### config.mk
export PLATFORM = sky130hd
export DESIGN_NAME = multicycle_control_flat
export DESIGN_NICKNAME = d
export VERILOG_FILES = /design/src/rtl/multicycle_control_if.sv /design/src/rtl/multicycle_control.sv /design/src/flat_wrapper.sv
export SDC_FILE = /design/constraint.sdc
export NUM_CORES = 1
export LEC_CHECK = 0
export BUFFER_PORTS_ARGS = -buffer_cell sky130_fd_sc_hd__buf_4
export CAP_MARGIN = 25
export CORE_MARGIN = 2
export CORE_UTILIZATION = 39
export DETAILED_ROUTE_END_ITERATION = 12
export PLACE_DENSITY_LB_ADDON = 0.05
export SLEW_MARGIN = 20
export SYNTH_ARGS = -nofsm -noshare
export SYNTH_HDL_FRONTEND = slang
export SYNTH_SLANG_ARGS = --single-unit
### constraint.sdc
create_clock -name clk -period 4.3 [get_ports clk]
set_clock_uncertainty 0.2 [all_clocks]
set_input_delay 0.645 -clock clk [delete_from_list [all_inputs] [get_ports clk]]
set_output_delay 0.645 -clock clk [all_outputs]
set_load 0.01 [all_outputs]
### src/rtl/multicycle_control_if.sv
// Control/datapath bundle for the multi-cycle MIPS control FSM.
// The master modport is the controller side; the slave modport is the datapath side.
interface multicycle_control_if;
   logic [5:0] opcode;
   logic       mem_ready;
   logic       pc_write;
   logic       pc_write_cond;
   logic       iord;
   logic       mem_read;
   logic       mem_write;
   logic       ir_write;
   logic       mem_to_reg;
   logic       reg_dst;
   logic       reg_write;
   logic       alu_src_a;
   logic [1:0] alu_src_b;
   logic [1:0] alu_op;
   logic [1:0] pc_source;
   logic       illegal_op;
   logic [3:0] state;

   modport master (
      input  opcode, mem_ready,
      output pc_write, pc_write_cond, iord, mem_read, mem_write, ir_write,
             mem_to_reg, reg_dst, reg_write, alu_src_a, alu_src_b, alu_op,
             pc_source, illegal_op, state
   );

   modport slave (
      output opcode, mem_ready,
      input  pc_write, pc_write_cond, iord, mem_read, mem_write, ir_write,
             mem_to_reg, reg_dst, reg_write, alu_src_a, alu_src_b, alu_op,
             pc_source, illegal_op, state
   );
endinterface

### src/rtl/multicycle_control.sv
// Main control FSM of the multi-cycle MIPS datapath (fetch/decode/execute/mem/writeback).
// Optional macro ADDI_EN adds the ADDI_EX/ADDI_WB states; without it ADDI decodes as illegal.
module multicycle_control #(
   parameter logic [5:0] OP_RTYPE = 6'b000000,
   parameter logic [5:0] OP_LW    = 6'b100011,
   parameter logic [5:0] OP_SW    = 6'b101011,
   parameter logic [5:0] OP_BEQ   = 6'b000100,
   parameter logic [5:0] OP_J     = 6'b000010,
   parameter logic [5:0] OP_ADDI  = 6'b001000
) (
   input logic                 clk,
   input logic                 rst_n,
   multicycle_control_if.master bus
);

   localparam logic [3:0] S_FETCH   = 4'd0;
   localparam logic [3:0] S_DECODE  = 4'd1;
   localparam logic [3:0] S_MEMADR  = 4'd2;
   localparam logic [3:0] S_MEMRD   = 4'd3;
   localparam logic [3:0] S_MEMWB   = 4'd4;
   localparam logic [3:0] S_MEMWR   = 4'd5;
   localparam logic [3:0] S_EXEC    = 4'd6;
   localparam logic [3:0] S_RWB     = 4'd7;
   localparam logic [3:0] S_BRANCH  = 4'd8;
   localparam logic [3:0] S_JUMP    = 4'd9;
   localparam logic [3:0] S_ADDI_EX = 4'd10;
   localparam logic [3:0] S_ADDI_WB = 4'd11;

   logic [3:0] state_r;
   logic [3:0] next_state_s;
   logic       pc_write_s;
   logic       pc_write_cond_s;
   logic       iord_s;
   logic       mem_read_s;
   logic       mem_write_s;
   logic       ir_write_s;
   logic       mem_to_reg_s;
   logic       reg_dst_s;
   logic       reg_write_s;
   logic       alu_src_a_s;
   logic [1:0] alu_src_b_s;
   logic [1:0] alu_op_s;
   logic [1:0] pc_source_s;
   logic       illegal_op_s;

   // State register; reset wins over any pending transition, including memory waits.
   always_ff @(posedge clk) begin
      if (!rst_n) begin
         state_r <= S_FETCH;
      end else begin
         state_r <= next_state_s;
      end
   end

   // Next-state and control decode; unused/unbuilt codes fall back to FETCH with all controls low.
   always_comb begin
      next_state_s    = S_FETCH;
      pc_write_s      = 1'b0;
      pc_write_cond_s = 1'b0;
      iord_s          = 1'b0;
      mem_read_s      = 1'b0;
      mem_write_s     = 1'b0;
      ir_write_s      = 1'b0;
      mem_to_reg_s    = 1'b0;
      reg_dst_s       = 1'b0;
      reg_write_s     = 1'b0;
      alu_src_a_s     = 1'b0;
      alu_src_b_s     = 2'b00;
      alu_op_s        = 2'b00;
      pc_source_s     = 2'b00;
      illegal_op_s    = 1'b0;
      case (state_r)
         S_FETCH: begin
            mem_read_s  = 1'b1;
            alu_src_b_s = 2'b01;
            ir_write_s  = bus.mem_ready;
            pc_write_s  = bus.mem_ready;
            if (bus.mem_ready) begin
               next_state_s = S_DECODE;
            end else begin
               next_state_s = S_FETCH;
            end
         end
         S_DECODE: begin
            alu_src_b_s = 2'b11;
            case (bus.opcode)
               OP_LW, OP_SW: next_state_s = S_MEMADR;
               OP_RTYPE:     next_state_s = S_EXEC;
               OP_BEQ:       next_state_s = S_BRANCH;
               OP_J:         next_state_s = S_JUMP;
`ifdef ADDI_EN
               OP_ADDI:      next_state_s = S_ADDI_EX;
`else
               OP_ADDI: begin
                  illegal_op_s = 1'b1;
                  next_state_s = S_FETCH;
               end
`endif
               default: begin
                  illegal_op_s = 1'b1;
                  next_state_s = S_FETCH;
               end
            endcase
         end
         S_MEMADR: begin
            alu_src_a_s = 1'b1;
            alu_src_b_s = 2'b10;
            if (bus.opcode == OP_LW) begin
               next_state_s = S_MEMRD;
            end else if (bus.opcode == OP_SW) begin
               next_state_s = S_MEMWR;
            end else begin
               next_state_s = S_FETCH;
            end
         end
         S_MEMRD: begin
            mem_read_s = 1'b1;
            iord_s     = 1'b1;
            if (bus.mem_ready) begin
               next_state_s = S_MEMWB;
            end else begin
               next_state_s = S_MEMRD;
            end
         end
         S_MEMWB: begin
            reg_write_s  = 1'b1;
            mem_to_reg_s = 1'b1;
            next_state_s = S_FETCH;
         end
         S_MEMWR: begin
            mem_write_s = 1'b1;
            iord_s      = 1'b1;
            if (bus.mem_ready) begin
               next_state_s = S_FETCH;
            end else begin
               next_state_s = S_MEMWR;
            end
         end
         S_EXEC: begin
            alu_src_a_s  = 1'b1;
            alu_op_s     = 2'b10;
            next_state_s = S_RWB;
         end
         S_RWB: begin
            reg_write_s  = 1'b1;
            reg_dst_s    = 1'b1;
            next_state_s = S_FETCH;
         end
         S_BRANCH: begin
            alu_src_a_s     = 1'b1;
            alu_op_s        = 2'b01;
            pc_source_s     = 2'b01;
            pc_write_cond_s = 1'b1;
            next_state_s    = S_FETCH;
         end
         S_JUMP: begin
            pc_write_s   = 1'b1;
            pc_source_s  = 2'b10;
            next_state_s = S_FETCH;
         end
`ifdef ADDI_EN
         S_ADDI_EX: begin
            alu_src_a_s  = 1'b1;
            alu_src_b_s  = 2'b10;
            next_state_s = S_ADDI_WB;
         end
         S_ADDI_WB: begin
            reg_write_s  = 1'b1;
            next_state_s = S_FETCH;
         end
`endif
         default: begin
            next_state_s = S_FETCH;
         end
      endcase
   end

   // While reset is asserted every control line and the debug state read as zero.
   assign bus.pc_write      = rst_n & pc_write_s;
   assign bus.pc_write_cond = rst_n & pc_write_cond_s;
   assign bus.iord          = rst_n & iord_s;
   assign bus.mem_read      = rst_n & mem_read_s;
   assign bus.mem_write     = rst_n & mem_write_s;
   assign bus.ir_write      = rst_n & ir_write_s;
   assign bus.mem_to_reg    = rst_n & mem_to_reg_s;
   assign bus.reg_dst       = rst_n & reg_dst_s;
   assign bus.reg_write     = rst_n & reg_write_s;
   assign bus.alu_src_a     = rst_n & alu_src_a_s;
   assign bus.alu_src_b     = rst_n ? alu_src_b_s : 2'b00;
   assign bus.alu_op        = rst_n ? alu_op_s    : 2'b00;
   assign bus.pc_source     = rst_n ? pc_source_s : 2'b00;
   assign bus.illegal_op    = rst_n & illegal_op_s;
   assign bus.state         = rst_n ? state_r     : 4'd0;

endmodule

### src/flat_wrapper.sv
// flat-port wrapper written by rule: the top's interface ports become plain ports
module multicycle_control_flat 
#(
   parameter logic [5:0] OP_RTYPE = 6'b000000,
   parameter logic [5:0] OP_LW    = 6'b100011,
   parameter logic [5:0] OP_SW    = 6'b101011,
   parameter logic [5:0] OP_BEQ   = 6'b000100,
   parameter logic [5:0] OP_J     = 6'b000010,
   parameter logic [5:0] OP_ADDI  = 6'b001000
)
  (clk, rst_n, bus_opcode, bus_mem_ready, bus_pc_write, bus_pc_write_cond, bus_iord, bus_mem_read, bus_mem_write, bus_ir_write, bus_mem_to_reg, bus_reg_dst, bus_reg_write, bus_alu_src_a, bus_alu_src_b, bus_alu_op, bus_pc_source, bus_illegal_op, bus_state);
  multicycle_control_if bus_i ();
  input logic clk;
  input logic rst_n;
  input wire logic [$bits(bus_i.opcode)-1:0] bus_opcode;
  input wire logic [$bits(bus_i.mem_ready)-1:0] bus_mem_ready;
  output wire logic [$bits(bus_i.pc_write)-1:0] bus_pc_write;
  output wire logic [$bits(bus_i.pc_write_cond)-1:0] bus_pc_write_cond;
  output wire logic [$bits(bus_i.iord)-1:0] bus_iord;
  output wire logic [$bits(bus_i.mem_read)-1:0] bus_mem_read;
  output wire logic [$bits(bus_i.mem_write)-1:0] bus_mem_write;
  output wire logic [$bits(bus_i.ir_write)-1:0] bus_ir_write;
  output wire logic [$bits(bus_i.mem_to_reg)-1:0] bus_mem_to_reg;
  output wire logic [$bits(bus_i.reg_dst)-1:0] bus_reg_dst;
  output wire logic [$bits(bus_i.reg_write)-1:0] bus_reg_write;
  output wire logic [$bits(bus_i.alu_src_a)-1:0] bus_alu_src_a;
  output wire logic [$bits(bus_i.alu_src_b)-1:0] bus_alu_src_b;
  output wire logic [$bits(bus_i.alu_op)-1:0] bus_alu_op;
  output wire logic [$bits(bus_i.pc_source)-1:0] bus_pc_source;
  output wire logic [$bits(bus_i.illegal_op)-1:0] bus_illegal_op;
  output wire logic [$bits(bus_i.state)-1:0] bus_state;
  assign bus_i.opcode = bus_opcode;
  assign bus_i.mem_ready = bus_mem_ready;
  assign bus_pc_write = bus_i.pc_write;
  assign bus_pc_write_cond = bus_i.pc_write_cond;
  assign bus_iord = bus_i.iord;
  assign bus_mem_read = bus_i.mem_read;
  assign bus_mem_write = bus_i.mem_write;
  assign bus_ir_write = bus_i.ir_write;
  assign bus_mem_to_reg = bus_i.mem_to_reg;
  assign bus_reg_dst = bus_i.reg_dst;
  assign bus_reg_write = bus_i.reg_write;
  assign bus_alu_src_a = bus_i.alu_src_a;
  assign bus_alu_src_b = bus_i.alu_src_b;
  assign bus_alu_op = bus_i.alu_op;
  assign bus_pc_source = bus_i.pc_source;
  assign bus_illegal_op = bus_i.illegal_op;
  assign bus_state = bus_i.state;
  multicycle_control #(.OP_RTYPE(OP_RTYPE), .OP_LW(OP_LW), .OP_SW(OP_SW), .OP_BEQ(OP_BEQ), .OP_J(OP_J), .OP_ADDI(OP_ADDI)) u_core (.clk(clk), .rst_n(rst_n), .bus(bus_i));
endmodule
==> results.ini <==
[power_and_ir_drop]
switchingPower_mw = 0.0315
p_per_area_mw_per_mm2 = 156
switching_share = 0.270
p_int_mw = 0.0853
p_leak_nw = 0.348
pwr-share-clk = 0.382
ir_drop_mv = 0.0814
combPwrFrac = 0.266
p_seq_frac = 0.353
total_power_mw = 0.117

[yosys]
synthCells = 74
synth_seq_cells = 4
synth_top_area_frac = 0.153
synth.avg_cell_area_um2 = 7.08
ys_top_cells_by_area = dfxtp_1 15%, nor2b_1 7.2%, nor2_1 6.4%, xor2_1 5.0%, nor4b_4 4.5%
synth_area_leader_cell = dfxtp_1
synthFlopType = dfxtp_1
synth_cell_types = 34
synthesis.nets = 83
synth_edf_count = 0
ys_warn_count = 0
netlist_area_um2 = 524
async_flop_share = 0
yosysSeqAreaShare = 0.153

[clock_network]
clk_pin_slew_ns = 0.03
worstSkewPairLatency_ns = 0.23
clockBufferDepth = 2
cts_setup_buffers = 0
clock_sinks = 4
cts_tree = done
numCtsBuffers = 3
root_buffer = clkbuf_4
post_cts_resized = 0
htree_levels = 1
cts_hold_buf = 0

[critical_path]
worstReg2RegEnd = u_core.state_r[2]
critPathLaunchType = flip-flop
r2r-start = u_core.state_r[0]
cp.arrival_ns = 1.78
reg2reg_setup_slack_ns = 2.59
path_max_fanout = 17
r2r_cells = 3
end_kind = output pin
crit_type = flip-flop to output pin
required_ns = 3.45

[global_route]
grt_max_degree = 19
antenna_found_initial = 0
grt_pass1_wl_um = 1900
grt_overflow_total = 0
grt.total_usage = 0.168
first_global_vias = 446

[sta]
slew_violations = 0
timing.final.crit_share = 0.610
timing.final.crit_period_ns = 2.62
relSlewSlack = 0.593
finalSetupTns_ns = 0
hold_violations = 0
finalWorstSetupSlack_ns = 1.68
tightest_slew_ns = 0.609
max_freq_mhz = 381
whs_ns = 0.548
rsz0062_at_grt = false
setup_viol = 0

[floorplan]
start_util = 0.408
floorplan.io_pins = 30
core-area_mm2 = 0.00128
die_w_um = 40.7
die_area_mm2 = 0.00165
rows = 13
die_h_um = 40.7

[placed_design]
gp_congestion = 0.832
placed_cell_area_um2 = 727
pre_cts_slack_ns = 1.69
dp_cells = 111
portBuffers = 29
hpwl_um = 993

[routing]
drc = 0
wire_per_inst_um = 11.5
vias = 611
wl_um = 1310
drtAntennaViolNets = 0
dr.pass1.iters = 4
drt_iter0_markers = 8
viasPerCell = 5.36

[layout]
top_regs = u_core.state_r: 4 flops
postLayoutCellArea_um2 = 749
largest_reg_flops = 4
fin_cells = 114
layout-drive-gt1-share = 0.343
largest_register = u_core.state_r
fin_nets = 110
area_growth_pct = 43.0
diodes = 0
fin_util = 0.583

[run_status]
status = finished clean

[min_path]
hold_end = u_core.state_r[3]
hp-class = primary input to flip-flop
hold_path_depth = 3
hold_start = bus_opcode[4]

[job]
drv_cap = 0

## power groups by stage
stage          combinational [mW]  clock, mW  sequential [mW]
2_1_floorplan              0.0188          0           0.0387
3_3_place_gp               0.0309          0           0.0418
3_5_place_dp               0.0310          0           0.0418
4_1_cts                    0.0312     0.0451           0.0413
5_1_grt                    0.0339     0.0494           0.0416
6_report                   0.0310     0.0446           0.0412
## placed cells by master (no fill, tap or decap), types with 3 or more instances in the layout
| cell type | instances |
|---|---|
| and2_1 | 3 |
| and3_1 | 3 |
| buf_4 | 29 |
| clkbuf_4 | 3 |
| dfxtp_1 | 4 |
| nand2_1 | 3 |
| nor2_1 | 9 |
| nor2b_1 | 6 |
| nor3_1 | 4 |
| nor3b_1 | 3 |
| nor4_1 | 3 |
| xor2_1 | 3 |
## cells in the mapped netlist, types with 2 or more instances
cell type  instances
nor2_1             9
nor2b_1            6
dfxtp_1            4
nor3_1             4
and2_1             3
and3_1             3
buf_2              3
nand2_1            3
nor3b_1            3
nor4_1             3
xor2_1             3
clkbuf_1           2
inv_1              2
nand3b_1           2
nand4b_1           2
o211ai_1           2
o21ai_1            2
o311a_1            2
## critical path: stages (launching register included)
cell	delay [ns]
dfxtp_1	0.46
or3b_1	0.56
nor4b_4	0.29
or2_1	0.13
buf_4	0.11
## layer usage
metal  track usage  vias to the layer above  part of all wire
met4        0.0250                        0                 0
met1         0.238                      270              0.49
met3        0.0326                        0             0.060
met5             0                        -                 0
met2         0.266                       19              0.45
li1              -                      322                 -
## how the worst max path moves through the flow
stage | slack (ns) | startpoint | endpoint
4_1_cts | 1.66 | u_core.state_r[2] | bus_pc_write
3_3_place_gp | 1.72 | rst_n | bus_pc_write
3_5_place_dp | 1.69 | bus_opcode[5] | bus_illegal_op
5_1_grt | 1.53 | u_core.state_r[2] | bus_pc_write
6_report | 1.68 | u_core.state_r[2] | bus_pc_write
2_1_floorplan | 1.83 | rst_n | bus_pc_write
## final cells by class
cell class              count  area, µm²
fillers                   138        536
multi-input cells          61        403
repair buffers             29        218
flip-flops and latches      4       80.1
clock buffers               3       22.5
well taps                  15       18.8
inverters                   2       7.51
## cells by family after synthesis
logic type	synth area share
simple gates	0.556
compound gates	0.162
buf+inv	0.0788
flops	0.153
xor+xnor	0.0501
(Power assumes the default switching activity.)
